===== src/rtl/hash_calc.sv =====
// hash_calc: front stage of the hash-table pipeline.
//
// Computes a bucket index for each command as a CRC-32/MPEG-2 over the key
// (poly 0x04C11DB7, non-reflected, no final XOR, key consumed MSB byte first).
// The CRC is spread over STAGES register stages; stage k folds in the k-th
// MSB-first slice of KEY_WIDTH/STAGES key bits. The stages form a
// valid/ready pipeline with bubble collapsing.
//
// Handshake: a transfer happens on a rising clk_i edge where valid && ready
// are both high. The producer holds data stable while valid is high and ready
// is low. Ready may depend combinationally on downstream ready. Valid never
// depends on ready.
//
// Flat bus layouts (MSB to LSB):
//   cmd_i       = {opcode[OPCODE_WIDTH], key[KEY_WIDTH], value[VALUE_WIDTH]}
//   pdata_out_o = {cmd, bucket[BUCKET_WIDTH], head_ptr[HEAD_PTR_WIDTH], head_ptr_val}
//   Opcodes: 0 = INIT, 1 = SEARCH, 2 = INSERT, 3 = DELETE. All are hashed the same.
//
// Ports:
//   clk_i, rst_i          clock, asynchronous active-high reset
//   cmd_i / cmd_valid_i / cmd_ready_o                 command input stream
//   pdata_out_o / pdata_out_valid_o / pdata_out_ready_i  output stream
//   busy_o                at least one stage holds a valid command
module hash_calc #(
    parameter int          KEY_WIDTH      = 32,
    parameter int          STAGES         = 2,
    parameter logic [31:0] CRC_INIT       = 32'hFFFFFFFF,
    parameter int          OPCODE_WIDTH   = 2,
    parameter int          VALUE_WIDTH    = 32,
    parameter int          BUCKET_WIDTH   = 8,
    parameter int          HEAD_PTR_WIDTH = 8
) (
    input  logic clk_i,
    input  logic rst_i,
    input  logic [OPCODE_WIDTH+KEY_WIDTH+VALUE_WIDTH-1:0] cmd_i,
    input  logic cmd_valid_i,
    output logic cmd_ready_o,
    output logic [OPCODE_WIDTH+KEY_WIDTH+VALUE_WIDTH+BUCKET_WIDTH+HEAD_PTR_WIDTH:0] pdata_out_o,
    output logic pdata_out_valid_o,
    input  logic pdata_out_ready_i,
    output logic busy_o
);

    localparam int          CMD_W   = OPCODE_WIDTH + KEY_WIDTH + VALUE_WIDTH;
    localparam int          SLICE_W = KEY_WIDTH / STAGES;
    localparam logic [31:0] POLY    = 32'h04C11DB7;

    // Fold SLICE_W data bits, MSB first, into the running CRC.
    function automatic logic [31:0] crc_slice(input logic [31:0] crc_in,
                                              input logic [SLICE_W-1:0] data);
        logic [31:0] c;
        c = crc_in;
        for (int i = SLICE_W - 1; i >= 0; i--) begin
            if (c[31] ^ data[i]) c = {c[30:0], 1'b0} ^ POLY;
            else                 c = {c[30:0], 1'b0};
        end
        return c;
    endfunction

    logic [STAGES-1:0] valid_q;
    logic [STAGES-1:0] valid_d;
    logic [STAGES-1:0] adv;
    logic [STAGES-1:0] valid_src;
    logic              all_full;

    logic [CMD_W-1:0]  cmd_q   [STAGES];
    logic [CMD_W-1:0]  cmd_src [STAGES];
    logic [31:0]       crc_q   [STAGES];
    logic [31:0]       crc_src [STAGES];
    logic [31:0]       crc_d   [STAGES];

    // adv[k] = !valid[k] || adv[k+1], unrolled: stage k may move when the
    // output is ready or any stage from k to the end is empty.
    always_comb begin
        adv      = '0;
        all_full = 1'b1;
        for (int k = STAGES - 1; k >= 0; k--) begin
            all_full = all_full & valid_q[k];
            adv[k]   = pdata_out_ready_i | ~all_full;
        end
    end

    assign cmd_ready_o = adv[0];

    genvar g;
    for (g = 0; g < STAGES; g++) begin : g_stage
        if (g == 0) begin : g_first
            assign cmd_src[g]   = cmd_i;
            assign crc_src[g]   = CRC_INIT;
            assign valid_src[g] = cmd_valid_i;
        end else begin : g_next
            assign cmd_src[g]   = cmd_q[g-1];
            assign crc_src[g]   = crc_q[g-1];
            assign valid_src[g] = valid_q[g-1];
        end

        assign crc_d[g]   = crc_slice(crc_src[g],
                              cmd_src[g][VALUE_WIDTH + KEY_WIDTH - 1 - g*SLICE_W -: SLICE_W]);
        // An advancing stage takes whatever is upstream, bubble included.
        assign valid_d[g] = adv[g] ? valid_src[g] : valid_q[g];
    end

    always_ff @(posedge clk_i or posedge rst_i) begin
        if (rst_i) valid_q <= '0;
        else       valid_q <= valid_d;
    end

    // Payload registers carry no reset; valid_q qualifies them.
    always_ff @(posedge clk_i) begin
        for (int k = 0; k < STAGES; k++) begin
            if (adv[k]) begin
                cmd_q[k] <= cmd_src[k];
                crc_q[k] <= crc_d[k];
            end
        end
    end

    assign pdata_out_o       = {cmd_q[STAGES-1], crc_q[STAGES-1][BUCKET_WIDTH-1:0],
                                {HEAD_PTR_WIDTH{1'b0}}, 1'b0};
    assign pdata_out_valid_o = valid_q[STAGES-1];
    assign busy_o            = |valid_q;

    logic unused_crc_hi;
    assign unused_crc_hi = ^crc_q[STAGES-1][31:BUCKET_WIDTH];

    cmd_stable_a : assert property (@(posedge clk_i) disable iff (rst_i)
        (cmd_valid_i && !cmd_ready_o) |=> $stable(cmd_i))
        else $warning("hash_calc: cmd_i changed while stalled");

    out_stable_a : assert property (@(posedge clk_i) disable iff (rst_i)
        (pdata_out_valid_o && !pdata_out_ready_i) |=> (pdata_out_valid_o && $stable(pdata_out_o)))
        else $error("hash_calc: pdata_out_o changed while stalled");

endmodule


===== config.mk =====
export PLATFORM = sky130hd
export DESIGN_NAME = hash_calc
export DESIGN_NICKNAME = d
export VERILOG_FILES = /design/src/rtl/hash_calc.sv
export SDC_FILE = /design/constraint.sdc
export NUM_CORES = 1
export LEC_CHECK = 0
export ABC_AREA = 1
export BUFFER_PORTS_ARGS = -buffer_cell sky130_fd_sc_hd__buf_2
export CAP_MARGIN = 10
export CORE_AREA = 2 2 126 128
export CTS_CLUSTER_DIAMETER = 80
export DETAILED_ROUTE_END_ITERATION = 16
export DIE_AREA = 0 0 128 130
export GPL_TIMING_DRIVEN = 0
export PLACE_DENSITY = 0.83
export SLEW_MARGIN = 20
export SYNTH_ARGS = -nofsm -noshare
export SYNTH_HDL_FRONTEND = slang
export SYNTH_SLANG_ARGS = --single-unit

===== constraint.sdc =====
create_clock -name clk_i -period 2.91 [get_ports clk_i]
set_input_delay 0.291 -clock clk_i [delete_from_list [all_inputs] [get_ports clk_i]]
set_output_delay 0.291 -clock clk_i [all_outputs]
set_load 0.005 [all_outputs]

==> impl_metrics.json, run 1 <==
{
  "antenna_found_initial": 1,
  "crit_chain": "nand3_4, buf_2",
  "ys_seq_area_frac": 0.648,
  "cts_tree": "yes",
  "min_from": "cmd_i[10]",
  "async_flop_share": 0.0127,
  "die_y_um": 130,
  "yosys-top-cells-count": "edfxtp_1, nand2_1, buf_4",
  "via_per_inst": 4.37,
  "grt.overflow.total": 0,
  "dp_hpwl_mm": 9.00,
  "synthSimpleGateAreaFrac": 0.112,
  "io_pins": 156,
  "clock_latency_ns": 0.41,
  "synth_edf_count": 156,
  "synth_area_leaders": "edfxtp_1, buf_4, nand2_1, xor2_1, xnor2_1",
  "critPathArrivalTime_ns": 1.77,
  "min_period_ns": 2.06,
  "synth_mux_area_frac": 0,
  "syn-cell-area_um2": 7310,
  "portBuffers": 146,
  "detailedRoute.firstIterationViolations": 178,
  "finalCritPeriodShare": 0.707,
  "clkTransAtPathRegs_ns": 0.06,
  "synth_top_family_by_area": "XOR/XNOR gates",
  "r2r-start": "cmd_q[0][47]$_DFFE_PP_",
  "status": "finished, final reports clean",
  "start_util": 0.474,
  "synth_xor_area_frac": 0.127,
  "path_class": "reg -> out",
  "peakVddDrop_uv": 408,
  "synth.largest_area_cell": "edfxtp_1",
  "placed_cells": 929,
  "synth-main-ff-cell": "edfxtp_1",
  "rows": 46,
  "path_max_fanout": 46,
  "fin_area_um2": 9000,
  "final-max-slew-violation-count": 0,
  "cap_violations": 0,
  "antenna_left": 0,
  "clock_path_buffers": 2,
  "synth-compound-area-share": 0,
  "synth-seq-cells": 158,
  "synthAdderAreaFrac": 0,
  "nets": 827,
  "timing.critical_path.buf_inv": 1,
  "crit_path_start_kind": "flop",
  "routedWlPerCell_um": 12.6,
  "p_leak_nw": 4.11,
  "power.total_mw": 7.75,
  "setup_viol": 0,
  "p_per_area_nw_per_um2": 861,
  "die_w_um": 128,
  "place_area_um2": 8370,
  "place.gp.congestion": 0.850,
  "die_area_um2": 16600,
  "critPathMaxStageDelay_ns": 0.54,
  "fin_cells": 963,
  "htreeDepth": 4,
  "synth_top_area_frac": 0.641,
  "syn_to_final_growth_pct": 23.2,
  "vias": 4211,
  "grt_pass1_vias": 4019,
  "skew_ns": 0.00492,
  "cts_sinks": 158,
  "core_area_um2": 15400,
  "post-cts-setup-buffers": 0,
  "cp.required_ns": 2.62,
  "worst_path_dominant_cell_family": "simple AND/OR/NAND/NOR gates",
  "cp_slowest_cell": "nand3_4",
  "end_kind": "primary output",
  "rsz0062_at_grt": "false",
  "hold_buffers": 1,
  "grt_pass1_wl_mm": 19.2,
  "fmax_ghz": 0.486,
  "setup_tns_ns": 0,
  "remaining_drc_errors": 0,
  "crit_path_start": "valid_q[1]$_DFFE_PP0P_",
  "grt_max_degree": 59,
  "synth_cell_type_count": 21,
  "hold_class": "in -> reg",
  "grt_util_all_layers": 0.154,
  "routed_wl_mm": 12.2,
  "yosys_warnings": 0,
  "post_cts_resized": 0,
  "cts_buffers": 17,
  "synth_most_common_cell": "edfxtp_1",
  "cts_root_buffer": "clkbuf_16",
  "slew_headroom": 0.550,
  "max_slew.worst_pin.slew_ns": 0.674,
  "synth_cells": 581,
  "drt_first_pass_iters": 5,
  "report.final.hold_viol_count": 0,
  "drive_gt1_frac": 0.374,
  "syn_area_per_cell_um2": 12.6
}
[worst reg2reg max path, stage by stage, from the launching register on]
cell and delay, ns:
edfxtp_1 0.43, inv_1 0.10, nand2_1 0.06, nand2_1 0.11, nand2_1 0.08, nand2_1 0.06
nand2_1 0.07, nand2_1 0.15, nand2_1 0.10, nand3_1 0.16, nand2_1 0.18, nand2_1 0.10
nand2_1 0.07, nor2_1 0.09, nor2_1 0.05
[layout by cell type (no fill, tap or decap), drive strengths merged]
| master | n |
|---|---|
| buf | 231 |
| nand3 | 23 |
| xnor2 | 39 |
| xor2 | 47 |
| nand4 | 2 |
| nand3b | 2 |
| clkbuf | 20 |
| edfxtp | 156 |
| dfrtp | 2 |
| conb | 9 |
| clkinv | 3 |
| clkinvlp | 2 |
| dlygate4sd3 | 1 |
| nand2 | 159 |
| inv | 55 |
| bufinv | 4 |
| nor2 | 14 |
| diode | 1 |
| or2 | 1 |
[registers in the layout, summed over array words and instances (netlist names)]
| register | cells |
|---|---|
| cmd_q | 132 |
| valid_q | 2 |
| crc_q | 24 |
[kinds of logic (layout without fill, tap and decap cells)]
| group | Yosys count | count (layout) |
|---|---|---|
| other | 1 | 10 |
| xor gates and xnor gates | 86 | 86 |
| buffers and inverters | 135 | 316 |
| DFF | 158 | 158 |
| and+or+nand+nor | 201 | 201 |
[path summary, 6_finish.rpt]
check,to,slack [ns],depth (start not counted)
worst max-delay path,cmd_ready_o,0.85,2
worst min-delay path,cmd_q[0][10]$_DFFE_PP_,0.05,1
worst max register to register,crc_q[0][37]$_DFFE_PP_,0.86,14
worst min register to register,cmd_q[0][85]$_DFFE_PP_,0.42,0
max in group asynchronous,valid_q[0]$_DFFE_PP0P_,2.51,3
min in group asynchronous,valid_q[1]$_DFFE_PP0P_,0.29,3
[power breakdown]
group,internal (mW),switching [mW],leakage [nW]
sequential,3.01,0.140,1.60
clock,1.44,0.856,0.296
combinational,1.01,1.30,2.21
total,5.46,2.29,4.11
[final cells by class]
class                   count  area (um^2)
repair buffers            149          788
clock buffers              19          433
fillers                  1266         6420
diodes                      1         2.50
multi-input cells         296         1800
inverters                  51          191
flip-flops and latches    158         4730
clock inverters            13          184
well taps                 192          240
plain buffers              84          631
[routing by layer]
| metal | part of all wire | vias to the layer above | global-route usage |
|---|---|---|---|
| li1 | - | 2154 | - |
| met1 | 0.42 | 1921 | 0.182 |
| met5 | 0 | - | 0 |
| met4 | 0.024 | 0 | 0.0724 |
| met3 | 0.057 | 21 | 0.0385 |
| met2 | 0.50 | 115 | 0.265 |
[metrics by stage]
step	utilization	setup WS, ns	hold slack, ns
2_1_floorplan	-	0.471	0.0322
3_3_place_gp	0.539	-0.440	0.140
3_5_place_dp	0.543	0.905	0.147
4_1_cts	0.584	0.798	0.0292
5_1_grt	0.584	0.594	0.0275
6_report	0.584	0.851	0.0520
(Power assumes the default switching activity.)
==> run 2, diff against run 1 <==
==> config.mk (replaced) <==
export PLATFORM = sky130hd
export DESIGN_NAME = hash_calc
export DESIGN_NICKNAME = d
export VERILOG_FILES = /design/src/rtl/hash_calc.sv
export SDC_FILE = /design/constraint.sdc
export NUM_CORES = 1
export LEC_CHECK = 0
export ABC_AREA = 0
export BUFFER_PORTS_ARGS = -buffer_cell sky130_fd_sc_hd__buf_2
export CAP_MARGIN = 10
export CORE_AREA = 2 2 118 120
export CTS_CLUSTER_DIAMETER = 80
export DETAILED_ROUTE_END_ITERATION = 16
export DIE_AREA = 0 0 120 122
export GPL_TIMING_DRIVEN = 0
export PLACE_DENSITY = 0.84
export SLEW_MARGIN = 20
export SYNTH_ARGS = -nofsm -noshare
export SYNTH_HDL_FRONTEND = slang
export SYNTH_SLANG_ARGS = --single-unit
==> constraint.sdc (replaced) <==
create_clock -name clk_i -period 1.8 [get_ports clk_i]
set_input_delay 0.18 -clock clk_i [delete_from_list [all_inputs] [get_ports clk_i]]
set_output_delay 0.18 -clock clk_i [all_outputs]
set_load 0.005 [all_outputs]
==> run 2 against run 1 <==
Non-clock buffer count grew 65. Clock skew grew 0.0010 ns. Cell area shrank 3.3%. Flip-flop and latch count is the same. The flow now finishes with violations (negative setup slack). Highest routed layer unchanged. Final cell count shrank 20%. Sequential share of layout area grew 1.8 points. Synthesized area shrank 14%. Critical path depth grew 3. Combinational power grew 59%. Global-route usage grew 1.2 points. First-iteration DRC count shrank 3.9%.
==> impl_metrics.json, run 2 <==
{
  "end_kind": "flop",
  "path_class": "reg -> reg",
  "clock_latency_ns": 0.41,
  "place.gp.congestion": 0.774,
  "start_util": 0.468,
  "syn-cell-area_um2": 6320,
  "synth_cell_type_count": 16,
  "async_flop_share": 0.0127,
  "power.total_mw": 12.2,
  "grt_pass1_vias": 3590,
  "yosys-top-cells-count": "edfxtp_1, buf_4, xnor2_1",
  "cts_buffers": 17,
  "synth_area_leaders": "edfxtp_1, buf_4, xnor2_1, xor2_1, xnor3_4",
  "placed_cells": 681,
  "fin_cells": 775,
  "antenna_left": 0,
  "place_worst_setup_slack_ns": -0.265,
  "report.final.hold_viol_count": 0,
  "min_period_ns": 2.01,
  "portBuffers": 146,
  "synth_most_common_cell": "edfxtp_1",
  "remaining_drc_errors": 0,
  "final_cell_mix": "edfxtp_1, buf_2, buf_4",
  "synth_top_area_frac": 0.741,
  "synth.largest_area_cell": "edfxtp_1",
  "synth-seq-cells": 158,
  "via_per_inst": 4.27,
  "syn_to_final_growth_pct": 37.8,
  "finalCritPeriodShare": 1.12,
  "largest_reg_flops": 132,
  "crit_path_start_kind": "flop",
  "cap_violations": 0,
  "p_leak_nw": 3.62,
  "fmax_ghz": 0.497,
  "grt.overflow.total": 0,
  "path_max_fanout": 3,
  "status": "finished, violations left",
  "nets": 653,
  "hold_class": "in -> reg",
  "io_pins": 156,
  "reg2reg_to": "crc_q[0][37]$_DFFE_PP_",
  "syn_area_per_cell_um2": 18.5,
  "routedWlPerCell_um": 14.9,
  "yosys_warnings": 0,
  "cts_root_buffer": "clkbuf_16",
  "final-max-slew-violation-count": 0,
  "place_area_um2": 7460,
  "crit_chain": "xnor2_2, xnor2_2, xnor3_2, xor3_2, xor2_1",
  "worstHoldEndpoint": "cmd_q[0][59]$_DFFE_PP_",
  "dp_hpwl_mm": 7.87,
  "max_slew.worst_pin.slew_ns": 0.512,
  "core_area_um2": 13500,
  "p_per_area_nw_per_um2": 1400,
  "drive_gt1_frac": 0.494,
  "rows": 43,
  "final_util": 0.645,
  "ys_seq_area_frac": 0.749,
  "fin_area_um2": 8710,
  "synth-main-ff-cell": "edfxtp_1",
  "grt_max_degree": 45,
  "drt_first_pass_iters": 4,
  "r2r-start": "crc_q[0][26]$_DFFE_PP_",
  "rsz0062_at_grt": "true",
  "vias": 3309,
  "setup_viol": 7,
  "skew_ns": 0.00595,
  "cp_slowest_cell": "edfxtp_1",
  "holdPathStages": 1,
  "diodes": 0,
  "clkTransAtPathRegs_ns": 0.06,
  "routed_wl_mm": 11.5,
  "synth_edf_count": 156,
  "grt_util_all_layers": 0.166,
  "reg2reg_setup_slack_ns": -0.21,
  "die_y_um": 122,
  "peakVddDrop_uv": 797,
  "antenna_found_initial": 0,
  "clock_path_buffers": 2,
  "cp.required_ns": 1.96,
  "die_w_um": 120,
  "cts_sinks": 158,
  "timing.critical_path.buf_inv": 0,
  "die_area_um2": 14600,
  "n_fill_cell": 921,
  "rr_worst_depth": 5,
  "min_from": "cmd_i[59]",
  "layout_commonest_cell": "edfxtp_1",
  "path_common_cell": "xnor2_2",
  "detailedRoute.firstIterationViolations": 171,
  "htreeDepth": 4,
  "layout_setup_ws_ns": -0.212,
  "slew_headroom": 0.656,
  "critPathMaxStageDelay_ns": 0.41,
  "grt_pass1_wl_mm": 17.9,
  "synth_cells": 341,
  "violations": "negative setup slack",
  "cts_tree": "yes",
  "critPathArrivalTime_ns": 2.18,
  "largestRegisters": "cmd_q (132), crc_q (24), valid_q (2)",
  "worst_path_dominant_cell_family": "XOR/XNOR gates",
  "top_register": "cmd_q"
}
-- run 2: cell count changes after synthesis, sizes merged --
cell / previous run / this run
nor2: 14 / 0
nand3: 23 / 0
nand2: 159 / 0
xor2: 47 / 28
nand2b: 0 / 3
inv: 51 / 1
clkbuf: 1 / 0
xnor2: 39 / 60
xor3: 0 / 1
xnor3: 0 / 4
nand4: 2 / 0
nand3b: 2 / 1
-- run 2: cells by family after synthesis --
| group | synth area share |
|---|---|
| buffers and inverters | 0.0992 |
| XOR/XNOR | 0.146 |
| other | 0.000593 |
| flip-flops | 0.749 |
| AND/OR/NAND/NOR | 0.00515 |
-- run 2: layout make-up --
type / count / area [um^2] / share of cell area
Clock buffer: 21 / 440 / 0.0506
Sequential cell: 158 / 4730 / 0.544
Timing Repair Buffer: 215 / 1420 / 0.163
Buffer: 83 / 623 / 0.0716
Multi-Input combinational cell: 107 / 1120 / 0.129
Clock inverter: 10 / 140 / 0.0161
Inverter: 1 / 3.75 / 0.000431
Tap cell: 180 / 225 / 0.0259
-- run 2: timing repair --
action	CTS	global route
gates resized for setup	4	4
setup endpoints to repair	54	7
endpoints found under the hold margin	55	0
pin swaps	5	9
buffers inserted	7	2
hold buffers	54	0
-- run 2: how the worst max path moves through the flow --
stage,endpoint,start,depth (start not counted)
6_report,crc_q[0][37]$_DFFE_PP_,crc_q[0][26]$_DFFE_PP_,5
5_1_grt,crc_q[0][37]$_DFFE_PP_,cmd_q[0][42]$_DFFE_PP_,5
2_1_floorplan,cmd_q[0][0]$_DFFE_PP_,valid_q[1]$_DFFE_PP0P_,1
3_5_place_dp,cmd_q[0][37]$_DFFE_PP_,valid_q[1]$_DFFE_PP0P_,4
4_1_cts,crc_q[0][39]$_DFFE_PP_,crc_q[0][28]$_DFFE_PP_,5
3_3_place_gp,cmd_q[0][37]$_DFFE_PP_,pdata_out_ready_i,2
-- run 2: where the power goes --
group          switching [mW]  internal, mW  total [mW]
Sequential              0.178          4.85        5.03
Clock                    1.33          2.17        3.50
Combinational            1.54          2.12        3.66
Total                    3.05          9.14        12.2
-- run 2: metrics by stage --
step / setup TNS, ns / hold WS [ns]
after floorplan: -180.89 / -0.0788
after global placement: -309.38 / 0.0337
after detailed placement: -7.19 / 0.0471
after CTS: -1.22 / 0.00374
after global routing: -1.78 / 0.00803
final: -1.04 / 0.0271
-- run 2: metal layers --
metal | vias to the layer above | global-route usage | wire length [um]
li1 | 1596 | - | -
met1 | 1573 | 0.180 | 4380
met2 | 113 | 0.294 | 6190
met3 | 27 | 0.0492 | 594
met4 | 0 | 0.0868 | 352
met5 | - | 0 | 0
-- run 2: worst reg2reg max path, cell delays in order (launching register included) --
cell	delay, ns
edfxtp_1	0.41
xnor2_2	0.35
xnor2_2	0.18
xnor3_2	0.39
xor3_2	0.27
xor2_1	0.16
